<file path="config.mk">
export PLATFORM = sky130hd
export DESIGN_NAME = uart_line_echo
export DESIGN_NICKNAME = d
export VERILOG_FILES = /design/src/rtl/uart_line_echo.sv
export SDC_FILE = /design/constraint.sdc
export NUM_CORES = 1
export LEC_CHECK = 0
export ABC_AREA = 0
export CAP_MARGIN = 10
export CELL_PAD_IN_SITES_DETAIL_PLACEMENT = 0
export CELL_PAD_IN_SITES_GLOBAL_PLACEMENT = 2
export CORE_MARGIN = 3
export CORE_UTILIZATION = 35
export CTS_CLUSTER_SIZE = 25
export DETAILED_ROUTE_END_ITERATION = 12
export MAX_ROUTING_LAYER = met4
export PLACE_DENSITY_LB_ADDON = 0.1
export SLEW_MARGIN = 25
export SYNTH_ARGS = -nofsm -noshare
export SYNTH_HDL_FRONTEND = slang
export SYNTH_SLANG_ARGS = --single-unit
</file>
<file path="constraint.sdc">
create_clock -name sys_clk -period 7.44 [get_ports sys_clk]
set_clock_uncertainty 0.2 [all_clocks]
set_input_delay 1.488 -clock sys_clk [delete_from_list [all_inputs] [get_ports sys_clk]]
set_output_delay 1.488 -clock sys_clk [all_outputs]
set_load 0.005 [all_outputs]
</file>
<file path="src/rtl/uart_line_echo.sv">
// uart_line_echo: circular-FIFO echo between UART RX and TX byte cores, either per byte
// or per line (flushed on CR/LF or idle timeout and followed by CR LF).
module uart_line_echo #(
  parameter int DATA_W = 8,
  parameter int BUF_DEPTH = 64,
  parameter int TIMEOUT_CYC = 1_000_000,
  parameter logic [DATA_W-1:0] CR_CHAR = 8'h0D,
  parameter logic [DATA_W-1:0] LF_CHAR = 8'h0A
) (
  input  logic              sys_clk,
  input  logic              sys_rst,
  input  logic              line_mode,
  input  logic              rx_valid,
  input  logic [DATA_W-1:0] rx_data,
  output logic [DATA_W-1:0] tx_data,
  output logic              tx_valid,
  input  logic              tx_ready,
  output logic [DATA_W-1:0] test_data,
  output logic              busy,
  output logic              overflow,
  output logic [15:0]       drop_count,
  output logic [15:0]       line_count
);
  localparam int AW = $clog2(BUF_DEPTH);
  localparam int CW = AW + 1;
  localparam int TW = $clog2(TIMEOUT_CYC + 1);
  typedef enum logic [1:0] {S_COLLECT, S_SEND_BODY, S_SEND_CR, S_SEND_LF} state_t;
  state_t            state_q;
  logic [DATA_W-1:0] mem_q [BUF_DEPTH];
  logic [AW-1:0]     wr_ptr_q, rd_ptr_q;
  logic [CW-1:0]     count_q, count_d, snap_q;
  logic [TW-1:0]     to_q, to_d;
  logic              mode_q;
  logic              mode_eff, is_term, store, pop, push, drop, to_act, expire, flush;
  // Outside S_COLLECT the mode latched at flush decides whether terminators are dropped.
  always_comb begin
    mode_eff = (state_q == S_COLLECT) ? line_mode : mode_q;
    is_term  = (rx_data == CR_CHAR) || (rx_data == LF_CHAR);
    store    = !(mode_eff && is_term);
    pop      = (state_q == S_SEND_BODY) && tx_valid && tx_ready;
    push     = rx_valid && store && ((count_q < CW'(BUF_DEPTH)) || pop);
    drop     = rx_valid && store && !push;
    count_d  = count_q + CW'(push) - CW'(pop);
    to_act   = (state_q == S_COLLECT) && line_mode && (count_q != '0);
    expire   = to_act && !rx_valid && (to_q == TW'(TIMEOUT_CYC - 1));
    to_d     = (!to_act || rx_valid || expire) ? '0 : to_q + 1'b1;
    flush    = (state_q == S_COLLECT) && (count_q != '0) &&
               (!line_mode || (rx_valid && is_term) || expire);
  end
  assign busy = state_q != S_COLLECT;
  always_ff @(posedge sys_clk) if (push) mem_q[wr_ptr_q] <= rx_data;
  always_ff @(posedge sys_clk or posedge sys_rst) begin
    if (sys_rst) begin
      state_q    <= S_COLLECT;
      wr_ptr_q   <= '0;
      rd_ptr_q   <= '0;
      count_q    <= '0;
      snap_q     <= '0;
      to_q       <= '0;
      mode_q     <= 1'b0;
      tx_data    <= '0;
      tx_valid   <= 1'b0;
      test_data  <= '0;
      overflow   <= 1'b0;
      drop_count <= '0;
      line_count <= '0;
    end else begin
      overflow <= drop;
      if (drop && drop_count != 16'hFFFF) drop_count <= drop_count + 16'd1;
      if (rx_valid) test_data <= rx_data;
      if (push) wr_ptr_q <= wr_ptr_q + 1'b1;
      if (pop) rd_ptr_q <= rd_ptr_q + 1'b1;
      count_q <= count_d;
      to_q    <= to_d;
      case (state_q)
        S_COLLECT: if (flush) begin
          snap_q   <= count_q;
          mode_q   <= line_mode;
          tx_data  <= mem_q[rd_ptr_q];
          tx_valid <= 1'b1;
          state_q  <= S_SEND_BODY;
        end
        S_SEND_BODY: if (pop) begin
          snap_q   <= snap_q - 1'b1;
          tx_valid <= (snap_q == CW'(1)) && mode_q;
          if (snap_q == CW'(1)) state_q <= mode_q ? S_SEND_CR : S_COLLECT;
          if (snap_q == CW'(1) && mode_q) tx_data <= CR_CHAR;
        end else if (!tx_valid) begin
          tx_data  <= mem_q[rd_ptr_q];
          tx_valid <= 1'b1;
        end
        S_SEND_CR: if (tx_valid && tx_ready) begin
          tx_data <= LF_CHAR;
          state_q <= S_SEND_LF;
        end
        S_SEND_LF: if (tx_valid && tx_ready) begin
          tx_valid   <= 1'b0;
          line_count <= line_count + 16'd1;
          state_q    <= S_COLLECT;
        end
        default: state_q <= S_COLLECT;
      endcase
    end
  end
endmodule

</file>
-- Yosys cells after proc, flatten, opt, wreduce, memory -nomap -nowiden
Memories as Yosys holds them, arrays and structs flattened.
Index checks and enable logic that the tools add are counted.
- input bits: 13
- bits in registers: 99
- RAM bits: 512
- output and inout bits: 51
- memories kept: 1
- logic and storage cells: 101
- memories (memory ; depth ; width ; rd ports ; clocked after memory_dff ; write ports ; line ; RTL):
    mem_q ; 64 ; 8 ; 1 ; 0 ; 1 ; 29 ; logic [DATA_W-1:0] mem_q [BUF_DEPTH];
- order comparisons: 1
- $add $sub $neg: 8
- equality and inequality tests: 15
- multiplexer cells: 24
- reductions and logical operators: 39
- operator list (operator ; count):
    $mux 8 ; 5
    $add 16x1->16 const B ; 2
    $pmux 8 s3 ; 1
    $add 20x1->20 const B ; 1
    $eq 20x20->1 const B ; 1
    $mux 20 ; 1
    $eq 8x4->1 const B ; 2
    $logic_and 1x1->1 ; 16
    $ne 16x16->1 const B ; 1
    $mux 7 ; 2
    $pmux 7 s2 ; 1
    $add 6x1->6 const B ; 2
    $mux 2 ; 6
    $reduce_and 5->1 ; 2
    $ne 2x2->1 const B ; 4
    $pmux 2 s4 ; 1
    $add 7x1->7 ; 1
    $eq 7x1->1 const B ; 1
    $lt 7x7->1 const B ; 1
    $reduce_bool 7->1 ; 1
    $sub 7x1->7 ; 1
    $sub 7x1->7 const B ; 1
    $logic_or 1x1->1 ; 6
    $mux 1 ; 6
    12 further kinds ; 21

-- Longest topological paths before layout
Gate-level depths: netlist of run 1.
- word-level depth: 9
- mapped depth: 18
- gate-level depth less buffers: 17

-- Worst setup path before layout of run 1
OpenSTA, ideal clock, no wires.
- path type: input to register
- from: input port rx_data[5]
- to: register count_q[6]
- cell stages on the path: 15
- slack: 3301 ps
- data required time: 7115 ps
- arrival: 3814 ps
- setup time: 125 ps
- buffers on the path: 0
- cell sequence: nor4_1 -> o2111ai_1 -> and3_1 -> inv_1 -> ha_1 -> inv_1 -> ha_1 -> inv_1 -> fa_1 -> nand2b_1 -> a21oi_1 -> o21ai_0 -> a21oi_1 -> nor2_1 -> xnor2_1
- longest elaborated chain between the ends: 8
- elaborated cells on any way between the ends: 9
- those cells by class: add/sub: 2; eq/ne: 2; reduce/logical: 5
- RTL lines (what ; line ; RTL):
    start, declared ; 14 ; input logic [DATA_W-1:0] rx_data,
    $eq 8x4->1 ; 38 ; is_term = (rx_data == CR_CHAR) || (rx_data == LF_CHAR);
    $logic_or 1x1->1 (*) ; 38 ;
    $logic_and 1x1->1 (*) ; 39 ; store = !(mode_eff && is_term);
    $logic_not 1->1 (*) ; 39 ;
    $logic_and 1x1->1 (*) (2 in series) ; 41 ; push = rx_valid && store && ((count_q < CW'(BUF_DEPTH)) || pop);
    $add 7x1->7 (*) ; 43 ; count_d = count_q + CW'(push) - CW'(pop);
    $sub 7x1->7 (*) ; 43 ;
    named net count_d[6] ; 31 ; logic [CW-1:0] count_q, count_d, snap_q;
    end signal, assigned ; 73 ; count_q <= count_d;
    end, declared ; 31 ;
The timed path passes the listed nets; every way through them passes the cells marked *.
A chain may end at the register's enable or synchronous reset.

-- Final worst setup path of run 1
- from: input port rx_data[1]
- to: register count_q[6]
Same word-level chain as after synthesis.

==> summary.txt, run 1 <==
Logic synthesis
  – Syn Inst Count: 1330
  – Main synth FF type: edfxtp_1
  – Number of synthesized register bits: 611
  – YS warnings: 0
  – Synth Area per Inst: 18.6 sq um
  – Cell variety after synth: 64
  – Netlist Area Pre-Place: 24700 sq um
  – Post-synthesis sequential area ratio: 0.722
  – Async SR Flop Fraction: 0.162
  – Post-synth EDFFs: 512
  – Post-Syn Nets: 1365

Clocking
  – Worst-path clk slew: 0.06 ns
  – Cts hold-fix bufs: 0
  – Clk root buf: clkbuf_16
  – Post-CTS setup buffer count: 0
  – CTS tree: done
  – Post-CTS Resized: 0
  – Clk sinks: 611
  – CTS H-tree lvls: 3
  – Clock Latency Late Sink: 0.60 ns
  – Total CTS buffers: 69
  – Clock buffer depth: 3

Critical path
  – Largest fanout on the critical path: 19
  – CP arrival: 5.15 ns
  – CP startpoint kind: input pin
  – Crit path kind: input pin to register
  – WP data required: 7.72 ns
  – Worst setup EP type: register

Power and ir drop
  – Power density cells: 250 nW/um^2
  – Static leakage: 9.32 nW
  – Worst vdd ir: 0.000148 V
  – Comb pwr share: 0.025
  – Internal power: 5.63 mW
  – Share of power burned in registers: 0.529
  – Psw: 1.49 mW
  – Overall Power: 7.12 mW
  – Clock share of power: 0.446
  – Sw frac: 0.209

Timing
  – Fmax: 205 MHz
  – Tightest Pin Transition: 1.03 ns
  – Tmin final: 4.87 ns
  – Fin. max-slew vios: 0
  – Normalized max-slew margin: 0.308
  – Worst hold slack: 0.267 ns
  – RSZ-0062 raised after global routing: false
  – Final Cycle Share: 0.655
  – Final TNS setup: 0 ns
  – Endpoints failing setup: 0
  – Endpoints failing hold: 0

Finish
  – Final #Nets: 1457
  – Storage cell area: 17900 sq um
  – Area of the multi-input gates: 6520 sq um
  – Layout area overhead: 15.2%
  – Filler Cell Count: 6165
  – Fin util: 0.411
  – Ant. Diodes: 0
  – Post-route cell area: 28500 sq um
  – Share of layout cells above drive strength 1: 0.209

Floorplanning
  – I/O pin count: 64
  – Core area: 69300 sq um
  – Starting Density: 0.357
  – DIE AREA: 73900 sq um
  – Die H: 272 microns
  – Die Wd: 272 microns
  – # rows: 96

Detailed routing
  – 1st-iter DRT viols: 1050
  – Remaining DRCs: 0
  – Via Count: 12452
  – DR vias/cell: 5.18
  – Routed wire per std cell: 27.2 microns
  – Antenna-violating nets left: 0
  – Post-Route WL: 65300 microns
  – Drt first pass iters: 5

Placed design
  – IO buf count: 63
  – Detailed Place HPWL: 40500 microns
  – RePlAce Congestion: 0.752
  – Placed instance area: 26400 sq um

Run
  – Maxcap violations: 0

GRT
  – First-pass GRT wire length: 96000 microns
  – Largest net degree at the start of global routing: 67
  – GRT overflow: 0
  – Vias in the first global route: 12889
  – Initial antenna violation count: 1
  – Gr usage total: 0.185

Min path
  – Worst Hold Class: register to register

Outcome
  – Outcome: complete, no violations
==> cells in the mapped netlist (all sizes together) (2+ instances only) <==
cell | number | share of area
a21oi | 26 | 0.0053
a22o | 2 | 0.00071
a31o | 2 | 0.00071
a31oi | 3 | 0.00076
a41oi | 2 | 0.00071
and2 | 4 | 0.0010
and3 | 10 | 0.0025
and4 | 5 | 0.0018
buf | 35 | 0.0072
clkbuf | 25 | 0.0038
dfrtp | 99 | 0.10
edfxtp | 512 | 0.62
ha | 21 | 0.011
inv | 26 | 0.0039
mux2 | 19 | 0.0086
mux2i | 8 | 0.0032
mux4 | 157 | 0.14
nand2 | 64 | 0.0097
nand3 | 23 | 0.0049
nand3b | 7 | 0.0021
nand4 | 16 | 0.0040
nor2 | 122 | 0.019
nor2b | 6 | 0.0015
nor3 | 11 | 0.0022
nor3b | 2 | 0.00061
nor4 | 2 | 0.00051
o2111ai | 2 | 0.00071
o21ai | 15 | 0.0030
o21bai | 2 | 0.00061
o22a | 4 | 0.0014
o311ai | 2 | 0.0014
o31ai | 3 | 0.00091
or2 | 3 | 0.00076
or3 | 5 | 0.0013
or4b | 3 | 0.0012
xnor2 | 41 | 0.015
xor2 | 21 | 0.0074
==> metal layers <==
metal,global-route usage,share of wire,routed length (microns)
met1,0.263,0.47,30500
met2,0.283,0.47,31000
met3,0.0251,0.042,2720
met4,0.0472,0.018,1170
met5,-,0,0
==> cell type report <==
| type | instances | area share |
|---|---|---|
| sequential | 611 | 0.627 |
| multi-input combinational | 633 | 0.229 |
| clock buffer | 92 | 0.0662 |
| tap | 931 | 0.0409 |
| timing repair buffer | 81 | 0.0263 |
| clock inverter | 32 | 0.00729 |
| inverter | 26 | 0.00351 |
==> cells in the final DEF, fill, tap and decap left out, types with 3 or more instances in the layout <==
cell type | Yosys | layout
nand3_1 | 22 | 22
nor2_1 | 122 | 122
o31ai_1 | 3 | 3
nand4_1 | 16 | 16
or2_2 | 3 | 3
xor2_1 | 21 | 21
nor2b_1 | 6 | 6
xnor2_1 | 41 | 41
dfrtp_1 | 99 | 95
o21ai_0 | 14 | 14
and4_1 | 5 | 5
mux2_2 | 19 | 19
or3_1 | 5 | 5
clkinv_1 | 0 | 11
clkinv_2 | 0 | 12
and2_1 | 3 | 3
clkdlybuf4s50_1 | 0 | 55
a21oi_1 | 26 | 26
ha_1 | 21 | 21
buf_2 | 19 | 8
clkbuf_1 | 25 | 19
inv_1 | 26 | 25
buf_4 | 0 | 16
inv_6 | 0 | 4
mux4_2 | 157 | 157
nand2_1 | 64 | 64
a31oi_1 | 3 | 3
clkbuf_16 | 0 | 72
nand3b_1 | 7 | 7
o22a_1 | 4 | 4
nor3_1 | 11 | 11
edfxtp_1 | 512 | 512
and3_1 | 10 | 10
mux2i_1 | 8 | 8
==> power by group through the flow <==
stage | registers, mW | clock network, mW | logic, mW
after floorplan | 3.83 | 0 | 0.0475
after global placement | 3.84 | 0 | 0.188
after detailed placement | 3.84 | 0 | 0.186
after CTS | 3.77 | 3.27 | 0.186
after global routing | 3.77 | 3.42 | 0.196
final | 3.76 | 3.18 | 0.177
==> final timing paths <==
kind                                             from                         end  slack (ns)  depth (start not counted)
setup / recovery                           rx_data[1]        count_q[6]$_DFF_PP0_        2.57                         16
hold / removal             line_count[15]$_DFFE_PP0P_  line_count[15]$_DFFE_PP0P_        0.27                          1
setup reg to reg                             register      mem_q[51][1]$_DFFE_PP_        2.84                          9
hold reg to reg            line_count[15]$_DFFE_PP0P_  line_count[15]$_DFFE_PP0P_        0.27                          1
max in group asynchronous                     sys_rst   line_count[4]$_DFFE_PP0P_        4.69                          3
min in group asynchronous                     sys_rst    test_data[0]$_DFFE_PP0P_        1.23                          2
==> critical path, cell delays in order <==
cell and delay [ns]:
buf_2 0.42, nor3b_1 0.83, o2111ai_1 0.30, and3_1 0.31, inv_1 0.13, ha_1 0.24, inv_1 0.06, ha_1 0.15
inv_1 0.05, fa_1 0.38, nand2b_1 0.16, a21oi_1 0.18, o21ai_0 0.10, a21oi_1 0.15, nor2_1 0.07, xnor2_1 0.12
==> through the flow <==
step,cells,setup WS [ns]
5_1_grt,2406,2.29
3_5_place_dp,2282,1.86
3_3_place_gp,2282,1.82
2_1_floorplan,1330,3.16
4_1_cts,2406,2.49
6_report,2406,2.57
==> sequential cells by signal, summed over array words and instances (netlist names), 6 cells and up, named ones only <==
signal,count
mem_q,512
to_q,20
drop_count,16
line_count,16
test_data,8
tx_data,8
count_q,7
snap_q,7
rd_ptr_q,6
wr_ptr_q,6
==> kinds of logic (layout without fill, tap and decap cells) <==
group | after synthesis | count (layout) | share of synthesized area
flip-flops | 611 | 611 | 0.722
AND/OR/NAND/NOR | 290 | 290 | 0.0551
multiplexers | 184 | 184 | 0.155
buffers and inverters | 86 | 231 | 0.0149
AO/OA/AOI/OAI | 75 | 75 | 0.0203
XOR/XNOR | 62 | 62 | 0.0219
adder cells (fa/ha/maj) | 22 | 22 | 0.0114
No activity file was read; power rests on OpenSTA's default activity.
==> run 2: changes to the inputs <==
Clock period 7.44 ns to 5.05 ns, I/O delays scaled along.
==> run 2 against run 1 <==
Net effect: sequential cell count is the same; power grew 50%; via count grew 0.36%; setup slack lost 1.4 ns; utilization grew 0.58 points; hold slack gained 0.0050 ns; register-to-register slack lost 1.6 ns; largest cell class unchanged; largest power group unchanged.
==> summary.txt, run 2 (same netlist as run 1, synthesis figures left out) <==
Outcome
  – Outcome: complete, no violations

Floorplanning
  – DIE AREA: 73900 sq um (unchanged)
  – Starting Density: 0.357 (unchanged)
  – # rows: 96 (unchanged)
  – I/O pin count: 64 (unchanged)
  – Core area: 69300 sq um (unchanged)
  – Die H: 272 microns (unchanged)
  – Die Wd: 272 microns (unchanged)

Detailed routing
  – Drt first pass iters: 5 (unchanged)
  – Remaining DRCs: 0 (unchanged)
  – Via Count: 12497 (+0.36%)
  – 1st-iter DRT viols: 1259 (+20%)
  – Post-Route WL: 62800 microns (-3.9%)
  – Antenna-violating nets left: 0 (unchanged)
  – Routed wire per std cell: 25.7 microns (-5.3%)
  – DR vias/cell: 5.12 (-1.1%)

Finish
  – Biggest register: mem_q
  – Top Registers: mem_q: 512 flops, to_q: 20 flops
  – Filler Cell Count: 6168 (+0.049%)
  – Area of the multi-input gates: 6520 sq um (unchanged)
  – Storage cell area: 17900 sq um (unchanged)
  – Share of layout cells above drive strength 1: 0.230 (+0.0203)
  – Layout area overhead: 16.8%
  – Final #Nets: 1489 (+2.2%)
  – Most frequent cells in the layout: edfxtp_1, mux4_2, nor2_1
  – Number of flip-flops in the largest register: 512 (unchanged)
  – Commonest non-fill, non-tap cell in the layout: edfxtp_1

Min path
  – Worst Hold Class: register to register

Clocking
  – Cts hold-fix bufs: 0 (unchanged)
  – Clock Latency Late Sink: 0.61 ns (about the same)
  – Clk root buf: clkbuf_16
  – Worst-path clk slew: 0.06 ns (about the same)
  – Clk sinks: 611 (unchanged)
  – Post-CTS Resized: 0 (unchanged)
  – CTS H-tree lvls: 3 (unchanged)
  – Post-CTS setup buffer count: 0 (unchanged)
  – CTS tree: done
  – Clock buffer depth: 3 (unchanged)
  – Total CTS buffers: 69 (unchanged)

GRT
  – Vias in the first global route: 13120 (+1.8%)
  – M3 GR Usage: 0.0354 (+0.0103)
  – Met2 GRT Util: 0.270 (-0.0124)
  – First-pass GRT wire length: 93400 microns (-2.6%)
  – Gr usage total: 0.178 (-0.00663)
  – Initial antenna violation count: 2 (+1)
  – GRT busiest layer: met2
  – GRT overflow: 0 (unchanged)
  – Met1 Usage GRT: 0.251 (-0.0118)
  – Largest net degree at the start of global routing: 66 (-1.5%)

Critical path
  – Worst setup EP type: register
  – Reg2reg setup slack: 1.19 ns (-1.65 ns)
  – WP data required: 5.07 ns (-2.65 ns)
  – CP startpoint kind: register
  – Worst path max stage delay: 0.61 ns (-0.22 ns)
  – Crit-path cells: inv_1, ha_1, mux2_2, o2111ai_1, and3_1, buf_4, and2_0, nand2_1, buf_12, nor2_1
  – Crit path kind: register to register
  – Largest fanout on the critical path: 9 (-10)
  – CP max-delay cell: nor2_1
  – CP arrival: 3.88 ns (-1.27 ns)

Timing
  – Final Cycle Share: 0.764
  – Normalized max-slew margin: 0.320 (+0.0117)
  – Final TNS setup: 0 ns (unchanged)
  – Endpoints failing setup: 0 (unchanged)
  – Fmax: 259 MHz
  – Tmin final: 3.86 ns
  – Tightest Pin Transition: 1.02 ns (-0.00802 ns)
  – Endpoints failing hold: 0 (unchanged)
  – Fin. max-slew vios: 0 (unchanged)
  – RSZ-0062 raised after global routing: false

Power and ir drop
  – Share of power burned in registers: 0.520 (-0.009)
  – Internal power: 8.41 mW (+49%)
  – Comb pwr share: 0.024 (about the same)
  – Worst vdd ir: 0.000192 V (+29%)
  – Sw frac: 0.211 (+0.00123)
  – Clock share of power: 0.456 (+0.010)
  – Static leakage: 9.55 nW (+2.5%)
  – Psw: 2.25 mW (+51%)
  – Overall Power: 10.7 mW (+50%)
  – Power density cells: 369 nW/um^2 (+48%)

Run
  – Maxcap violations: 0 (unchanged)

Placed design
  – IO buf count: 63 (unchanged)
  – RePlAce Congestion: 0.753 (+0.23%)
  – Detailed Place HPWL: 39200 microns (-3.1%)
==> run 2: cell types whose count changed in the layout (fill, tap and decap cells not counted) <==
cell,previous run,this run
inv_16,0,2
clkinvlp_4,1,3
clkbuf_1,19,15
clkinv_1,11,12
buf_12,2,8
clkinv_8,1,2
clkinv_2,12,16
buf_4,16,42
clkinv_4,2,0
clkbuf_8,1,0
inv_6,4,3
diode_2,0,1
bufinv_16,1,5
clkbuf_16,72,69
==> run 2: worst paths after layout <==
kind | depth (start not counted) | from | endpoint
worst max-delay path | 10 | state_q[0]$_DFFE_PP0P_ | mem_q[4][0]$_DFFE_PP_
worst min-delay path | 1 | line_count[15]$_DFFE_PP0P_ | line_count[15]$_DFFE_PP0P_
worst max register to register | 10 | state_q[0]$_DFFE_PP0P_ | mem_q[4][0]$_DFFE_PP_
worst min register to register | 1 | line_count[15]$_DFFE_PP0P_ | line_count[15]$_DFFE_PP0P_
max in group asynchronous | 3 | sys_rst | line_count[7]$_DFFE_PP0P_
min in group asynchronous | 2 | sys_rst | test_data[4]$_DFFE_PP0P_
==> run 2: worst max-delay path, delay by kind of cell (launching register included) <==
family / cells / cell delay, ns
AOI/OAI and AO/OA: 1 / 0.14
adders and majority gates: 1 / 0.38
buffers and inverters: 3 / 0.49
DFF: 1 / 0.41
muxes: 1 / 0.41
and+or+nand+nor: 4 / 1.43
==> run 2: final cells by class <==
type / count / share of cell area
repair buffers: 113 / 0.0369
inverters: 26 / 0.00346
flip-flops and latches: 611 / 0.618
clock buffers: 84 / 0.0617
multi-input cells: 633 / 0.226
clock inverters: 43 / 0.0137
diodes: 1 / 0.0000866
well taps: 931 / 0.0403
==> run 2: power by group through the flow <==
stage / sequential, mW / clock [mW] / combinational (mW)
after global placement: 5.65 / 0 / 0.267
after CTS: 5.54 / 5.00 / 0.269
final: 5.54 / 4.85 / 0.259
after detailed placement: 5.65 / 0 / 0.269
after global routing: 5.55 / 5.22 / 0.285
after floorplan: 5.64 / 0 / 0.0699
==> run 2: layer usage <==
metal / share of wire / vias up
li1: - / 5525
met1: 0.46 / 6605
met2: 0.47 / 302
met3: 0.056 / 65
met4: 0.017 / 0
met5: 0 / -
==> run 2: through the flow <==
stage	worst slack (ns)	hold WS [ns]	utilization	area, sq um	instances
after detailed placement	0.729	0.270	0.385	26700	2314
after CTS	1.14	0.283	0.417	28900	2441
after global placement	0.789	0.260	0.385	26700	2314
after global routing	0.946	0.313	0.417	28900	2441
after floorplan	1.25	0.248	-	24700	1330
final	1.19	0.272	0.417	28900	2442
